$ cat config.mk
export PLATFORM = sky130hd
export DESIGN_NAME = decode_ctrl_pipe
export DESIGN_NICKNAME = d
export VERILOG_FILES = /design/src/rtl/ctrl_pkg.sv /design/src/rtl/ctrl_e_reg.sv /design/src/rtl/decode_ctrl_pipe.sv
export SDC_FILE = /design/constraint.sdc
export NUM_CORES = 1
export LEC_CHECK = 0
export CAP_MARGIN = 20
export CORE_UTILIZATION = 33
export DETAILED_ROUTE_END_ITERATION = 8
export GPL_TIMING_DRIVEN = 0
export PLACE_DENSITY = 0.78
export SKIP_LAST_GASP = 1
export SYNTH_ARGS = -nofsm -noshare
export SYNTH_HDL_FRONTEND = slang
export SYNTH_SLANG_ARGS = --single-unit
$ cat constraint.sdc
create_clock -name CLK -period 1.8 [get_ports CLK]
set_input_delay 0.36 -clock CLK [delete_from_list [all_inputs] [get_ports CLK]]
set_output_delay 0.36 -clock CLK [all_outputs]
set_load 0.005 [all_outputs]
$ cat src/rtl/ctrl_pkg.sv
// Shared encodings and the execute-bound control bundle for the decode control pipe.
package ctrl_pkg;

  localparam logic [1:0] OP_DP  = 2'b00;
  localparam logic [1:0] OP_MEM = 2'b01;
  localparam logic [1:0] OP_BR  = 2'b10;

  localparam logic [3:0] CMD_ADD = 4'b0100;
  localparam logic [3:0] CMD_SUB = 4'b0010;
  localparam logic [3:0] CMD_AND = 4'b0000;
  localparam logic [3:0] CMD_ORR = 4'b1100;
  localparam logic [3:0] CMD_CMP = 4'b1010;

  localparam logic [1:0] ALU_ADD = 2'b00;
  localparam logic [1:0] ALU_SUB = 2'b01;
  localparam logic [1:0] ALU_AND = 2'b10;
  localparam logic [1:0] ALU_ORR = 2'b11;

  localparam logic [1:0] IMM_DP  = 2'b00;
  localparam logic [1:0] IMM_MEM = 2'b01;
  localparam logic [1:0] IMM_BR  = 2'b10;

  localparam logic [1:0] RSRC_DP  = 2'b00;
  localparam logic [1:0] RSRC_BR  = 2'b01;
  localparam logic [1:0] RSRC_MEM = 2'b10;

  // FlagWrite: [1] = NZ, [0] = CV
  localparam logic [1:0] FW_NONE = 2'b00;
  localparam logic [1:0] FW_NZ   = 2'b10;
  localparam logic [1:0] FW_ALL  = 2'b11;

  localparam logic [3:0] COND_AL = 4'b1110;

  typedef struct packed {
    logic       pcsrc;
    logic       regwrite;
    logic       memwrite;
    logic       memtoreg;
    logic       branch;
    logic       alusrc;
    logic       nowrite;
    logic [1:0] alucontrol;
    logic [1:0] flagwrite;
    logic [3:0] cond;
    logic       valid;
  } ctrl_e_t;

  function automatic ctrl_e_t ctrl_bubble(input logic [3:0] cond);
    ctrl_bubble      = '0;
    ctrl_bubble.cond = cond;
  endfunction

endpackage

$ cat src/rtl/ctrl_e_reg.sv
// Pipeline flop with sync reset, sync clear (both load CLR_VAL) and hold enable.
module ctrl_e_reg
  import ctrl_pkg::*;
#(
  parameter int           W       = $bits(ctrl_e_t),
  parameter logic [W-1:0] CLR_VAL = '0
) (
  input  logic         clk,
  input  logic         rst,
  input  logic         clr,
  input  logic         en,
  input  logic [W-1:0] d,
  output logic [W-1:0] q
);

  always_ff @(posedge clk) begin
    if (rst || clr) q <= CLR_VAL;
    else if (en)    q <= d;
  end

endmodule

$ cat src/rtl/decode_ctrl_pipe.sv
// Decode-stage control unit and the ID/EX control register feeding Execute.
module decode_ctrl_pipe
  import ctrl_pkg::*;
#(
  parameter logic [3:0] BUBBLE_COND = COND_AL,
  parameter bit         SUPPORT_CMP = 1'b1
) (
  input  logic        CLK,
  input  logic        RESET,
  input  logic [31:0] InstrD,
  input  logic        StallE,
  input  logic        FlushE,
  output logic [1:0]  RegSrcD,
  output logic [1:0]  ImmSrcD,
  output logic        IllegalD,
  output logic        PCSrcE,
  output logic        RegWriteE,
  output logic        MemWriteE,
  output logic        MemtoRegE,
  output logic        BranchE,
  output logic        ALUSrcE,
  output logic        NoWriteE,
  output logic [1:0]  ALUControlE,
  output logic [1:0]  FlagWriteE,
  output logic [3:0]  CondE,
  output logic        ValidE
);

  localparam ctrl_e_t BUBBLE_E = ctrl_bubble(BUBBLE_COND);

  logic [1:0] op;
  logic [5:0] funct;
  logic [3:0] rd, cmd;
  logic       unused_bits;

  assign op    = InstrD[27:26];
  assign funct = InstrD[25:20];
  assign rd    = InstrD[15:12];
  assign cmd   = funct[4:1];
  assign unused_bits = ^{InstrD[19:16], InstrD[11:0]};

  ctrl_e_t dec, d_e, q_e;
  logic    illegal;

  always_comb begin
    dec      = '0;
    dec.cond = InstrD[31:28];
    illegal  = 1'b0;
    ImmSrcD  = IMM_DP;
    RegSrcD  = RSRC_DP;
    unique case (op)
      OP_DP: begin
        dec.alusrc   = funct[5];
        dec.regwrite = 1'b1;
        unique case (cmd)
          CMD_ADD: dec.alucontrol = ALU_ADD;
          CMD_SUB: dec.alucontrol = ALU_SUB;
          CMD_AND: dec.alucontrol = ALU_AND;
          CMD_ORR: dec.alucontrol = ALU_ORR;
          CMD_CMP: begin
            dec.alucontrol = ALU_SUB;
            dec.regwrite   = 1'b0;
            dec.nowrite    = 1'b1;
            // a compare that does not set flags has no effect at all
            illegal        = !SUPPORT_CMP || !funct[0];
          end
          default: illegal = 1'b1;
        endcase
        if (funct[0])
          dec.flagwrite = (cmd == CMD_AND || cmd == CMD_ORR) ? FW_NZ : FW_ALL;
      end
      OP_MEM: begin
        ImmSrcD        = IMM_MEM;
        RegSrcD        = RSRC_MEM;
        dec.alusrc     = 1'b1;
        dec.alucontrol = funct[3] ? ALU_ADD : ALU_SUB;
        dec.regwrite   = funct[0];
        dec.memtoreg   = funct[0];
        dec.memwrite   = !funct[0];
      end
      OP_BR: begin
        ImmSrcD        = IMM_BR;
        RegSrcD        = RSRC_BR;
        dec.branch     = 1'b1;
        dec.alusrc     = 1'b1;
        dec.alucontrol = ALU_ADD;
      end
      default: illegal = 1'b1;
    endcase
    dec.pcsrc = (rd == 4'hF && dec.regwrite) || dec.branch;
    dec.valid = !illegal;
  end

  // illegal encodings must never reach Execute with any side effect enabled
  always_comb begin
    d_e = dec;
    if (illegal) begin
      d_e.pcsrc     = 1'b0;
      d_e.regwrite  = 1'b0;
      d_e.memwrite  = 1'b0;
      d_e.branch    = 1'b0;
      d_e.flagwrite = FW_NONE;
    end
  end

  assign IllegalD = illegal;

  ctrl_e_reg #(.W($bits(ctrl_e_t)), .CLR_VAL(BUBBLE_E)) u_id_ex (
    .clk (CLK),
    .rst (RESET),
    .clr (FlushE),
    .en  (!StallE),
    .d   (d_e),
    .q   (q_e)
  );

  assign PCSrcE      = q_e.pcsrc;
  assign RegWriteE   = q_e.regwrite;
  assign MemWriteE   = q_e.memwrite;
  assign MemtoRegE   = q_e.memtoreg;
  assign BranchE     = q_e.branch;
  assign ALUSrcE     = q_e.alusrc;
  assign NoWriteE    = q_e.nowrite;
  assign ALUControlE = q_e.alucontrol;
  assign FlagWriteE  = q_e.flagwrite;
  assign CondE       = q_e.cond;
  assign ValidE      = q_e.valid;

endmodule

==> impl_metrics.yaml, run 1 <==
run_status:
  status: "complete, no violations"
sta:
  period_needed_ns: 1.71
  setup_ws_ns: 0.0867
  hold_viol_final: 0
  slew_violations: 0
  setup-tns-final_ns: 0
  period_share: 0.952
  fin_hold_ws_ns: 0.388
  fmax_ghz: 0.584
  setup_viol: 0
  rsz0062_at_grt: "no"
  worstMarginPinSlew_ns: 0.582
  max_slew_margin: 0.612
  fin_skew_ns: 0
yosys:
  syn_inst: 89
  synth_nets: 130
  yosys_warnings: 0
  yosys.cell_types.count: 29
  ys_seq_elements: 16
  syn_avg_cell_area_um2: 8.80
  yosysSeqAreaShare: 0.409
  syn-cell-area_um2: 783
route:
  dr.pass1.iters: 4
  drc_errors: 0
  routed_wl_mm: 2.11
  drtIter0Drc: 7
  via_count: 813
  wl_per_cell_um: 12.9
  postRouteAntennaNets: 0
  vias_per_cell: 4.96
global_routing:
  antenna_found_initial: 0
  gr-usage-all-layers: 0.189
  grt_pass1_vias: 778
  gr-total-overflow: 0
  grt_max_degree: 11
  grt_pass1_wl_mm: 3.61
clocking:
  root_buffer: "clkbuf_4"
  cts_sinks: 16
  cts_buffers: 3
  cts_tree: "done"
  htreeDepth: 1
  clkSlewWorstSetupHoldPaths_ns: 0.10
  clock_path_buffers: 2
  clock_latency_ns: 0.29
worst_setup_path:
  slowest_delay_ns: 0.25
  start_kind: "input pin"
  crit_required_ns: 1.44
  rrSetupSlack_ns: 1.12
  crit_arrival_ns: 1.35
  crit_slowest_cell: "dlygate4sd2_1"
  crit_chain: "buf_2 -> inv_2 -> buf_4 -> ha_4 -> a21oi_4 -> inv_1 -> dlygate4sd2_1"
  end_kind: "output port"
  crit_type: "input pin to output port"
  cp_max_fo: 4
placed_design:
  gp_congestion: 0.817
  dpl_worst_slack_ns: -0.614
  place_hpwl_mm: 1.46
  place_area_um2: 1220
  io_buffers: 40
floorplan:
  die_h_um: 50.7
  io_pins: 57
  initial_core_util: 0.351
  die_w_um: 50.7
  rows: 17
  design.core.area_um2: 2230
  die_area_um2: 2570
final_layout:
  largestRegisters: "u_id_ex.q x16"
  antenna_cells: 0
  areaGrowthSynthToFinish_pct: 66.5
  final_cell_mix: "clkdlybuf4s50_1, dfxtp_1, nor2_1, a21oi_1, nand2_1"
  top_register: "u_id_ex.q"
  fillers: 209
  drive_above_1_share: 0.176
  largest_register_ffs: 16
  nNetsFinal: 178
  mostFrequentLayoutCell: "clkdlybuf4s50_1"
  final_area_um2: 1300
job:
  cap_violations: 0
power:
  p_leak_nw: 0.511
  vdd_drop_max_uv: 584
  power.density_nw_per_um2: 596
min_path:
  min_path_type: "input pin to register"
-- final timing paths --
path,to,cells after the start,startpoint
worst max-delay path,IllegalD,7,InstrD[27]
worst min-delay path,u_id_ex.q[5]$_SDFFE_PP0N_,3,InstrD[20]
worst max register to register,u_id_ex.q[8]$_SDFFE_PP0N_,2,u_id_ex.q[8]$_SDFFE_PP0N_
worst min register to register,u_id_ex.q[9]$_SDFFE_PP0N_,2,u_id_ex.q[9]$_SDFFE_PP0N_
-- cells by family after synthesis --
family,Yosys count,synth area share
flip-flops,16,0.409
buffers and inverters,10,0.0623
AND/OR/NAND/NOR,32,0.211
AO/OA/AOI/OAI,19,0.150
multiplexers,6,0.0767
adder cells (fa/ha/maj),5,0.0799
XOR/XNOR,1,0.0112
-- cell type report --
| cell class | instances | area [um2] | share of cell area |
|---|---|---|---|
| plain buffers | 6 | 33.8 | 0.0259 |
| clock buffers | 4 | 36.3 | 0.0278 |
| inverters | 4 | 15.0 | 0.0115 |
| multi-input cells | 63 | 467 | 0.358 |
| flip-flops and latches | 16 | 320 | 0.246 |
| well taps | 28 | 35.0 | 0.0269 |
| repair buffers | 43 | 397 | 0.304 |
-- cell usage after synthesis --
master     count  area [um2]
buf_1          1        3.75
or2_1          1        6.26
nand3_1        1        5.00
nand4bb_1      1        11.3
nor3_1         2        10.0
o21ai_0        1        5.00
nand3b_1       2        15.0
xor2_1         1        8.76
a21oi_2        1        8.76
mux2i_1        6        60.1
nand2_1        8        30.0
nor2_1        11        41.3
inv_1          4        15.0
a32oi_1        2        17.5
nor2b_1        1        6.26
and4_1         1        8.76
a21bo_1        1        10.0
ha_1           5        62.6
dfxtp_1       16         320
a21oi_1       11        55.1
clkbuf_1       2        7.51
a22oi_1        1        7.51
or3b_1         1        8.76
o21ai_1        1        5.00
nor3b_1        1        7.51
buf_4          3        22.5
a22o_1         1        8.76
nand4b_1       1        8.76
nand2b_1       1        6.26
-- layer usage --
metal / up-vias / global-route usage / part of all wire
li1: 402 / - / -
met1: 378 / 0.231 / 0.43
met2: 29 / 0.304 / 0.47
met3: 4 / 0.0848 / 0.093
met4: 0 / 0.0417 / 0.0057
met5: - / 0 / 0
-- critical path: cells and delay by family --
family	cells	cell delay, ns
compound gates	1	0.16
fa+ha+maj	1	0.17
buf+inv	5	0.65
-- metrics by stage --
step	std cells	utilization	power (mW)
after detailed placement	157	0.546	0.526
final	164	0.584	0.777
after CTS	164	0.591	0.780
after floorplan	89	-	0.436
after global routing	164	0.584	0.820
after global placement	157	0.546	0.523
-- where the power goes --
| part | switching, mW | internal, mW |
|---|---|---|
| Clock | 0.120 | 0.123 |
| Combinational | 0.0733 | 0.0953 |
| Sequential | 0.00398 | 0.361 |
| Total | 0.197 | 0.580 |
-- timing repair --
action,4_1_cts,5_1_grt
setup endpoints to repair,6,2
pin swaps,2,0
cloned,0,0
hold buffers,0,0
buffers inserted,3,0
gates resized for setup,31,4
No activity file was read; power rests on OpenSTA's default activity.
==> run 2: changes to the inputs <==
--- a/config.mk
+++ b/config.mk
@@ -5,11 +5,13 @@
 export SDC_FILE = /design/constraint.sdc
 export NUM_CORES = 1
 export LEC_CHECK = 0
+export ABC_AREA = 1
 export CAP_MARGIN = 20
-export CORE_UTILIZATION = 33
+export CORE_ASPECT_RATIO = 0.75
+export CORE_UTILIZATION = 35
 export DETAILED_ROUTE_END_ITERATION = 8
 export GPL_TIMING_DRIVEN = 0
-export PLACE_DENSITY = 0.78
+export PLACE_DENSITY = 0.79
 export SKIP_LAST_GASP = 1
 export SYNTH_ARGS = -nofsm -noshare
 export SYNTH_HDL_FRONTEND = slang
==> impl_metrics.yaml, run 2 <==
run_status:
  status: "complete, no violations"
global_routing:
  gr-usage-all-layers: 0.199
  grt_pass1_vias: 921
  gr-total-overflow: 0
  grt_max_degree: 11
  grt_pass1_wl_mm: 3.75
  antenna_found_initial: 0
floorplan:
  die_w_um: 58.7
  initial_core_util: 0.395
  die_h_um: 44.5
  design.core.area_um2: 2140
  die_area_um2: 2610
  rows: 14
  io_pins: 57
sta:
  rsz0062_at_grt: "no"
  worstMarginPinSlew_ns: 0.321
  period_needed_ns: 1.71
  hold_viol_final: 0
  fin_hold_ws_ns: 0.410
  max_slew_margin: 0.785
  slew_violations: 0
  fmax_ghz: 0.584
  fin_skew_ns: 0
  setup_viol: 0
  setup-tns-final_ns: 0
  period_share: 0.952
route:
  vias_per_cell: 4.72
  drtIter0Drc: 38
  met3_length_um: 211
  met1Wirelength_um: 917
  drc_errors: 0
  routed_wl_mm: 2.30
  wl_per_cell_um: 11.5
  postRouteAntennaNets: 0
  via_count: 943
  dr.pass1.iters: 4
  dr_wl_met2_mm: 1.12
  highest_layer: "met4"
yosys:
  synth_common_cells: "nand2_1, dfxtp_1, a21oi_1, inv_1, nand3_1"
  yosysSeqAreaShare: 0.380
  ys_seq_elements: 16
  synth_edf_count: 0
  synth_nets: 157
  yosys-top-cells-area: "dfxtp_1, nand2_1, ha_1"
  syn_inst: 116
  ys.flop_type: "dfxtp_1"
  yosys_warnings: 0
  synth_top_area_frac: 0.380
  synthSimpleGateAreaFrac: 0.309
  synth_top_cell_by_area: "dfxtp_1"
  synth.most_common_cell: "nand2_1"
  syn_avg_cell_area_um2: 7.27
  ys_async_sr_fraction: 0
  syn-cell-area_um2: 843
  synthAdderAreaFrac: 0.0742
  synth_compound_area_frac: 0.128
  synth_top_family_by_area: "simple AND/OR/NAND/NOR gates"
  yosys.cell_types.count: 21
  synthMuxAreaShare: 0
  synth_xor_area_frac: 0
power:
  clkPwrFrac: 0.309
  vdd_drop_max_uv: 419
  pwr-share-seq: 0.462
  p_int_mw: 0.584
  p_comb_frac: 0.230
  power.density_nw_per_um2: 566
  p_sw_mw: 0.210
  p_leak_nw: 0.597
  total_power_mw: 0.794
  sw_frac_of_total: 0.265
worst_setup_path:
  crit_required_ns: 1.44
  crit_arrival_ns: 1.35
  end_kind: "output port"
  start_kind: "input pin"
  crit_slowest_cell: "dlygate4sd2_1"
  cpMostUsedCell: "dlygate4sd2_1"
  crit_chain: "dlygate4sd2_1 -> inv_2 -> nor2_4 -> buf_4 -> nand3_1 -> nand3_2 -> nand2_1 -> dlygate4sd2_1"
  crit_type: "input pin to output port"
  cp_max_fo: 2
  slowest_delay_ns: 0.25
placed_design:
  place_hpwl_mm: 1.66
  gp_congestion: 0.762
  post-place-cells: 187
  io_buffers: 39
final_layout:
  stdcell_count: 200
  largest_register_ffs: 16
  fillers: 200
  areaGrowthSynthToFinish_pct: 66.3
  antenna_cells: 0
  top_register: "u_id_ex.q"
  drive_above_1_share: 0.262
  largestRegisters: "u_id_ex.q x16"
  mostFrequentLayoutCell: "nand2_1"
  final_cell_mix: "nand2_1, clkdlybuf4s50_1, dfxtp_1, buf_4, a21oi_1"
  nNetsFinal: 210
clocking:
  clock_path_buffers: 2
  cts_tree: "done"
  clock_latency_ns: 0.30
  root_buffer: "clkbuf_4"
  cts_sinks: 16
  clkSlewWorstSetupHoldPaths_ns: 0.10
  htreeDepth: 1
  ctsHoldBuffers: 0
  cts_buffers: 3
min_path:
  min_path_type: "input pin to register"
job:
  cap_violations: 0
[run 2: cell types whose count changed after synthesis, sizes merged, moves of 2 or more]
| cell | before | now |
|---|---|---|
| nand2 | 8 | 38 |
| inv | 4 | 14 |
| nand3 | 1 | 8 |
| mux2i | 6 | 0 |
| a21oi | 12 | 15 |
| nor2 | 11 | 8 |
| a32oi | 2 | 0 |
| buf | 4 | 6 |
| clkbuf | 2 | 0 |
| nand3b | 2 | 0 |
| nand4 | 0 | 2 |
[run 2: repair_timing]
| item | CTS | global route |
|---|---|---|
| endpoints found under the setup margin | 5 | 4 |
| hold endpoints to repair | 0 | 0 |
| gates resized for setup | 19 | 6 |
| pin swaps | 5 | 0 |
| buffers inserted | 9 | 0 |
[run 2: worst paths after layout]
| path | start | to | slack (ns) | cells past startpoint |
|---|---|---|---|---|
| max reg2reg | u_id_ex.q[7]$_SDFFE_PP0N_ | u_id_ex.q[7]$_SDFFE_PP0N_ | 1.13 | 2 |
| max | InstrD[24] | IllegalD | 0.09 | 8 |
| min | StallE | u_id_ex.q[13]$_SDFFE_PP0N_ | 0.41 | 3 |
| min reg2reg | u_id_ex.q[10]$_SDFFE_PP0N_ | u_id_ex.q[10]$_SDFFE_PP0N_ | 0.47 | 2 |
[run 2: routing by layer]
layer	GRT usage	up-vias
li1	-	470
met1	0.197	426
met2	0.366	40
met3	0.0819	7
met4	0.100	0
met5	0	-
[run 2: through the flow]
stage	setup WS (ns)	area, um2	utilization
2_1_floorplan	0.568	843	-
3_3_place_gp	-0.472	1270	0.596
3_5_place_dp	-0.519	1270	0.596
4_1_cts	0.00122	1410	0.657
5_1_grt	0.00208	1400	0.656
6_report	0.0873	1400	0.656
[run 2: cells by family after synthesis]
family                     Yosys count
DFF                                 16
AOI/OAI and AO/OA                   18
buffers and inverters               20
adders and majority gates            5
and+or+nand+nor                     57
[run 2: critical path: cells and delay by family]
kind                   cells  cell delay, ns
and+or+nand+nor            4            0.33
buffers and inverters      4            0.66
[run 2: power by group through the flow]
stage / clock [mW] / combinational [mW] / sequential (mW)
2_1_floorplan: 0 / 0.0733 / 0.375
3_3_place_gp: 0 / 0.159 / 0.374
3_5_place_dp: 0 / 0.163 / 0.375
4_1_cts: 0.253 / 0.180 / 0.367
5_1_grt: 0.268 / 0.199 / 0.368
6_report: 0.245 / 0.182 / 0.366
[run 2: final cells by class]
class                   count  area (um2)  share of cell area
well taps                  32        40.0              0.0285
clock buffers               4        36.3              0.0259
multi-input cells          80         473               0.337
inverters                  14        55.1              0.0393
flip-flops and latches     16         320               0.228
repair buffers             48         440               0.314
plain buffers               6        37.5              0.0268
